### src/rtl/clocked_video_rx.sv
// Clocked-video (data/datavalid/v_sync) to Avalon-ST video packets, one packet per frame; 2-cycle latency into an empty FIFO.
// Backpressure is absorbed by the output FIFO; on overflow or a short frame the packet is closed with a dummy eop beat.
module clocked_video_rx #(
    parameter int H_ACTIVE   = 1024,
    parameter int V_ACTIVE   = 768,
    parameter int DATA_W     = 24,
    parameter int FIFO_DEPTH = 16,
    parameter bit VSYNC_POL  = 1'b0
) (
    input  logic              clk,
    input  logic              reset,
    input  logic              enable,
    input  logic [DATA_W-1:0] vid_data,
    input  logic              vid_datavalid,
    input  logic              vid_v_sync,
    output logic [DATA_W-1:0] dout_data,
    output logic              dout_valid,
    input  logic              dout_ready,
    output logic              dout_sop,
    output logic              dout_eop,
    input  logic              clear_status,
    output logic              overflow,
    output logic              short_frame,
    output logic [15:0]       frame_count
);

    localparam int XW = $clog2(H_ACTIVE + 1);
    localparam int YW = $clog2(V_ACTIVE + 1);
    localparam int AW = $clog2(FIFO_DEPTH);
    localparam logic [XW-1:0] X_END  = XW'(H_ACTIVE);
    localparam logic [XW-1:0] X_LAST = XW'(H_ACTIVE - 1);
    localparam logic [YW-1:0] Y_LAST = YW'(V_ACTIVE - 1);

    typedef enum logic [1:0] {IDLE, ACTIVE, FLUSH} state_t;

    typedef struct packed {
        logic              sop;
        logic              eop;
        logic [DATA_W-1:0] data;
    } beat_t;

    logic [DATA_W-1:0] data_q, data_d;
    logic              dv_q, dv_d, dv_d1_q, dv_d1_d;
    logic              vs_q, vs_d, vs_d1_q, vs_d1_d;
    state_t            state_q, state_d;
    logic [XW-1:0]     x_q, x_d;
    logic [YW-1:0]     y_q, y_d;
    logic              wrote_q, wrote_d;
    logic              flush_fs_q, flush_fs_d;
    logic              fs_en_q, fs_en_d;
    logic [15:0]       frame_count_q, frame_count_d;
    logic              overflow_q, overflow_d;
    logic              short_frame_q, short_frame_d;
    logic [AW:0]       wr_ptr_q, wr_ptr_d, rd_ptr_q, rd_ptr_d;
    beat_t             mem_q [FIFO_DEPTH];

    logic  fs, line_end, full, empty, pop, push, eop_wr, ov_set, sf_set;
    beat_t push_beat, head;

    // Frame start is the trailing edge of the registered v_sync pulse.
    assign fs       = (vs_d1_q == VSYNC_POL) && (vs_q != VSYNC_POL);
    assign line_end = dv_d1_q && !dv_q;

    // Full is judged on the registered pointers only, so a push never relies on a same-cycle pop.
    assign empty = (wr_ptr_q == rd_ptr_q);
    assign full  = (wr_ptr_q[AW] != rd_ptr_q[AW]) && (wr_ptr_q[AW-1:0] == rd_ptr_q[AW-1:0]);
    assign pop   = !empty && dout_ready;
    assign head  = mem_q[rd_ptr_q[AW-1:0]];

    assign dout_valid  = !empty;
    assign dout_data   = empty ? '0 : head.data;
    assign dout_sop    = !empty && head.sop;
    assign dout_eop    = !empty && head.eop;
    assign overflow    = overflow_q;
    assign short_frame = short_frame_q;
    assign frame_count = frame_count_q;

    always_comb begin
        data_d        = vid_data;
        dv_d          = vid_datavalid;
        vs_d          = vid_v_sync;
        dv_d1_d       = dv_q;
        vs_d1_d       = vs_q;
        state_d       = state_q;
        x_d           = x_q;
        y_d           = y_q;
        wrote_d       = wrote_q;
        flush_fs_d    = flush_fs_q;
        fs_en_d       = fs_en_q;
        frame_count_d = frame_count_q;
        push          = 1'b0;
        push_beat     = '0;
        eop_wr        = 1'b0;
        ov_set        = 1'b0;
        sf_set        = 1'b0;

        case (state_q)
            IDLE: begin
                if (fs && enable) begin
                    state_d = ACTIVE;
                    x_d     = '0;
                    y_d     = '0;
                    wrote_d = 1'b0;
                end
            end
            ACTIVE: begin
                if (dv_q && x_q != X_END) begin
                    if (full) begin
                        ov_set     = 1'b1;
                        state_d    = FLUSH;
                        flush_fs_d = 1'b0;
                    end else begin
                        push           = 1'b1;
                        push_beat.sop  = (x_q == '0) && (y_q == '0);
                        push_beat.eop  = (x_q == X_LAST) && (y_q == Y_LAST);
                        push_beat.data = data_q;
                        wrote_d        = 1'b1;
                        x_d            = x_q + XW'(1);
                        if (push_beat.eop) begin
                            eop_wr        = 1'b1;
                            frame_count_d = frame_count_q + 16'd1;
                            state_d       = IDLE;
                        end
                    end
                end
                if (line_end) begin
                    x_d = '0;
                    if (x_q != '0) y_d = y_q + YW'(1);
                end
                if (fs) begin
                    if (eop_wr) begin
                        // The completed frame's eop stands; this fs opens the next frame.
                        if (enable) begin
                            state_d = ACTIVE;
                            x_d     = '0;
                            y_d     = '0;
                            wrote_d = 1'b0;
                        end
                    end else if (ov_set) begin
                        flush_fs_d = 1'b1;
                        fs_en_d    = enable;
                    end else if (wrote_q || push) begin
                        sf_set     = 1'b1;
                        state_d    = FLUSH;
                        flush_fs_d = 1'b1;
                        fs_en_d    = enable;
                    end else if (enable) begin
                        x_d = '0;
                        y_d = '0;
                    end else begin
                        state_d = IDLE;
                    end
                end
            end
            FLUSH: begin
                if (fs) begin
                    flush_fs_d = 1'b1;
                    fs_en_d    = enable;
                end
                if (!full) begin
                    push          = 1'b1;
                    push_beat.eop = 1'b1;
                    frame_count_d = frame_count_q + 16'd1;
                    if (flush_fs_d && fs_en_d) begin
                        state_d = ACTIVE;
                        x_d     = '0;
                        y_d     = '0;
                        wrote_d = 1'b0;
                    end else begin
                        state_d = IDLE;
                    end
                end
            end
            default: state_d = IDLE;
        endcase

        overflow_d    = ov_set || (overflow_q && !clear_status);
        short_frame_d = sf_set || (short_frame_q && !clear_status);
        wr_ptr_d      = push ? wr_ptr_q + (AW+1)'(1) : wr_ptr_q;
        rd_ptr_d      = pop  ? rd_ptr_q + (AW+1)'(1) : rd_ptr_q;
    end

    always_ff @(posedge clk or posedge reset) begin
        if (reset) begin
            data_q        <= '0;
            dv_q          <= 1'b0;
            vs_q          <= 1'b0;
            dv_d1_q       <= 1'b0;
            vs_d1_q       <= 1'b0;
            state_q       <= IDLE;
            x_q           <= '0;
            y_q           <= '0;
            wrote_q       <= 1'b0;
            flush_fs_q    <= 1'b0;
            fs_en_q       <= 1'b0;
            frame_count_q <= '0;
            overflow_q    <= 1'b0;
            short_frame_q <= 1'b0;
            wr_ptr_q      <= '0;
            rd_ptr_q      <= '0;
        end else begin
            data_q        <= data_d;
            dv_q          <= dv_d;
            vs_q          <= vs_d;
            dv_d1_q       <= dv_d1_d;
            vs_d1_q       <= vs_d1_d;
            state_q       <= state_d;
            x_q           <= x_d;
            y_q           <= y_d;
            wrote_q       <= wrote_d;
            flush_fs_q    <= flush_fs_d;
            fs_en_q       <= fs_en_d;
            frame_count_q <= frame_count_d;
            overflow_q    <= overflow_d;
            short_frame_q <= short_frame_d;
            wr_ptr_q      <= wr_ptr_d;
            rd_ptr_q      <= rd_ptr_d;
        end
    end

    // Storage needs no reset: outputs are gated by empty.
    always_ff @(posedge clk) begin
        if (push) mem_q[wr_ptr_q[AW-1:0]] <= push_beat;
    end

endmodule

### config.mk
export PLATFORM = sky130hd
export DESIGN_NAME = clocked_video_rx
export DESIGN_NICKNAME = d
export VERILOG_FILES = /design/src/rtl/clocked_video_rx.sv
export SDC_FILE = /design/constraint.sdc
export NUM_CORES = 1
export LEC_CHECK = 0
export BUFFER_PORTS_ARGS = -buffer_cell sky130_fd_sc_hd__buf_2
export CAP_MARGIN = 20
export CORE_ASPECT_RATIO = 0.5
export CORE_MARGIN = 2
export CORE_UTILIZATION = 61
export DETAILED_ROUTE_END_ITERATION = 7
export GPL_TIMING_DRIVEN = 0
export PLACE_DENSITY_LB_ADDON = 0.08
export SYNTH_ARGS = -nofsm -noshare
export SYNTH_HDL_FRONTEND = slang
export SYNTH_SLANG_ARGS = --single-unit
### constraint.sdc
create_clock -name clk -period 4.4 [get_ports clk]
set_input_delay 0.22 -clock clk [delete_from_list [all_inputs] [get_ports clk]]
set_output_delay 0.22 -clock clk [all_outputs]
set_load 0.02 [all_outputs]
==> flow_summary.ini <==
[yosys]
syn-num-nets = 1060
async_flop_share = 0.165
synth_most_common_cell = edfxtp_1
synth-edff-count = 416
ys_warn_count = 0
ys_top_cells_by_area = edfxtp_1 (63%), mux4_2 (15%), dfrtp_1 (10%)
yosys-top-cells-count = edfxtp_1 (416), mux4_2 (130), dfrtp_1 (82)
synth_seq_cells = 498
synthFlopType = edfxtp_1
netlist.area_leader.share = 0.627
syn_inst = 1015
yosysSeqAreaShare = 0.731
syn_area_per_cell_um2 = 19.6
synth.distinct_cells = 59
syn-cell-area_mm2 = 0.0199
synth_top_area_cell = edfxtp_1

[global_route]
grt_pass1_wl_mm = 66.4
grtUsageTotal = 0.269
grt_pass1_vias = 10600
overflow = 0
antenna_found_initial = 1
grt_max_degree = 53

[job]
max_cap_violations = 0

[timing]
slew_headroom = 0.298
min_period_ns = 4.02
rsz0062_at_grt = false
slew_viol_final = 0
max_freq_mhz = 249
clock_skew_ns = 0.0137
hold_viol = 0
setup_violations = 0
post-route-period-util = 0.913
worst_slew_pin_slew_ns = 1.05

[routing]
routed.top_layer = met4
ant_nets = 0
vias_per_cell = 6.29
wl_met3_mm = 4.02
drt-total-wl_mm = 44.3
drt_iter0_drc = 1292
drc = 0
wl_per_cell_um = 26.7
wl_met2_mm = 21.7
first_pass_iters = 5
via_count = 10400
wl_met1_mm = 18.0

[placed_design]
place_area_mm2 = 0.0214
dp.cells = 1550
io_buffers = 75
gp_congestion = 0.867
place_hpwl_mm = 27.0

[clock_network]
post-cts-setup-buffers = 0
cts_sinks = 498
cts_tree = yes
root_buffer = clkbuf_16
clk_pin_slew_worst_paths_ns = 0.07
clock_latency_ns = 0.55
htree_levels = 2
clock_tree.buffer_depth = 3
cts_made_buffers = 42

[power_and_ir_drop]
p_leak_nw = 8.00
power.density_mw_per_mm2 = 618
vdd_drop_max_uv = 298

[floorplanning]
die_w_um = 259
die_y_um = 132
dieArea_mm2 = 0.0342
core_mm2 = 0.0319
io_pins = 76
num_rows = 46
initial_core_util = 0.624

[hold_path]
worstHoldStart = dout_ready
worstHoldPathType = input port to flop
min_to = rd_ptr_q[2]$_DFFE_PP0P_
min_path_cells = 4

[critical_path]
end_kind = output pin
r2r_slack_ns = 0.76
cp-start-kind = flop
cp.required_ns = 4.18
path_max_fanout = 10
arrival_ns = 3.80
regToRegEndpoint = mem_q[2][12]$_DFFE_PP_
worstSetupPathType = flop to output pin
reg2reg_depth = 10
reg2reg_from = state_q[1]$_DFFE_PP0P_

[cells_and_area]
fin_area_mm2 = 0.0231
fin_cells = 1661
fill_cells = 1954
area_growth_pct = 15.8
fin_nets = 1240
drive_gt1_frac = 0.283
regArea_mm2 = 0.0145
multi_input_comb_area_mm2 = 0.00523

[outcome]
status = finished, final reports clean
## power by group
group | switching, W | total (W) | leakage, nW | internal [W]
combinational | 0.00281 | 0.00489 | 2.47 | 0.00208
sequential | 0.000133 | 0.00575 | 4.89 | 0.00561
clock | 0.00166 | 0.00361 | 0.643 | 0.00194
## cell usage in the layout, fill, tap and decap left out, types with 11 or more instances in the layout
cell type | netlist | routed
edfxtp_1 | 416 | 416
mux4_2 | 130 | 130
buf_2 | 13 | 89
dfrtp_1 | 82 | 82
clkbuf_16 | 0 | 43
clkbuf_1 | 22 | 34
nor2b_1 | 33 | 33
xnor2_1 | 32 | 32
nand2_1 | 31 | 31
and2_1 | 29 | 29
dlygate4sd3_1 | 0 | 28
nor2_1 | 38 | 26
o21ai_0 | 21 | 21
nand3_1 | 19 | 19
buf_6 | 1 | 15
ha_1 | 14 | 14
inv_1 | 14 | 13
nor3_1 | 16 | 12
nor2_4 | 0 | 12
and4_1 | 11 | 11
## routing by layer
| metal | vias up | track usage |
|---|---|---|
| li1 | 4437 | - |
| met1 | 5485 | 0.390 |
| met2 | 470 | 0.436 |
| met3 | 57 | 0.0579 |
| met4 | 0 | 0.0517 |
| met5 | - | 0 |
## worst max-delay path: stages, from the launching register on
cell and delay, ns:
dfrtp_1 0.34, buf_2 0.27, clkbuf_1 0.53, clkbuf_1 0.83, mux4_2 0.43, mux4_2 0.46, nor2b_1 0.16, buf_2 0.21
## area by class of cell
class                      instances  share of cell area
antenna                            1            0.000109
buffer                            45             0.00852
clock buffer                      59              0.0510
clock inverter                    18             0.00602
inverter                          14             0.00239
multi-input combinational        458               0.227
sequential                       498               0.631
tap                              432              0.0234
timing repair buffer             136              0.0513
## through the flow
stage          setup WS, ns  hold WS, ns  power [W]  setup TNS [ns]  utilization
6_report              0.383       0.0436     0.0142               0        0.723
4_1_cts               0.408       0.0297     0.0142               0        0.721
3_5_place_dp          0.765        0.282     0.0106               0        0.671
3_3_place_gp          -2.07        0.327     0.0104         -358.41        0.653
5_1_grt               0.253       0.0710     0.0148               0        0.723
2_1_floorplan         0.441        0.251    0.00911               0            -
## what timing repair did
item,CTS,global route
resized for setup,0,0
endpoints found under the hold margin,58,0
hold buffers,28,0
## worst max path at each step
stage                            start                     end  slack, ns  cells after the start
2_1_floorplan   state_q[1]$_DFFE_PP0P_   mem_q[0][0]$_DFFE_PP_       0.44                      8
3_3_place_gp    state_q[1]$_DFFE_PP0P_   mem_q[0][7]$_DFFE_PP_      -2.07                      8
3_5_place_dp    state_q[1]$_DFFE_PP0P_  mem_q[2][12]$_DFFE_PP_       0.77                     10
4_1_cts        rd_ptr_q[1]$_DFFE_PP0P_           dout_data[13]       0.41                      7
5_1_grt        rd_ptr_q[1]$_DFFE_PP0P_           dout_data[13]       0.25                      7
6_report       rd_ptr_q[1]$_DFFE_PP0P_           dout_data[13]       0.38                      7
## flip-flops by register name, summed over array words and instances, names as in the netlist, 2 cells and up
register     flops
wr_ptr_q         5
x_q             11
state_q          2
frame_count     16
data_q          24
mem_q          416
rd_ptr_q         5
y_q             10
## cell families after synthesis
family,Yosys count,share of synthesized area
AO/OA/AOI/OAI,58,0.0219
buffers and inverters,59,0.0125
flip-flops,498,0.731
multiplexers,132,0.148
XOR/XNOR,39,0.0172
AND/OR/NAND/NOR,215,0.0608
adder cells (fa/ha/maj),14,0.00880
(Power assumes the default switching activity.)
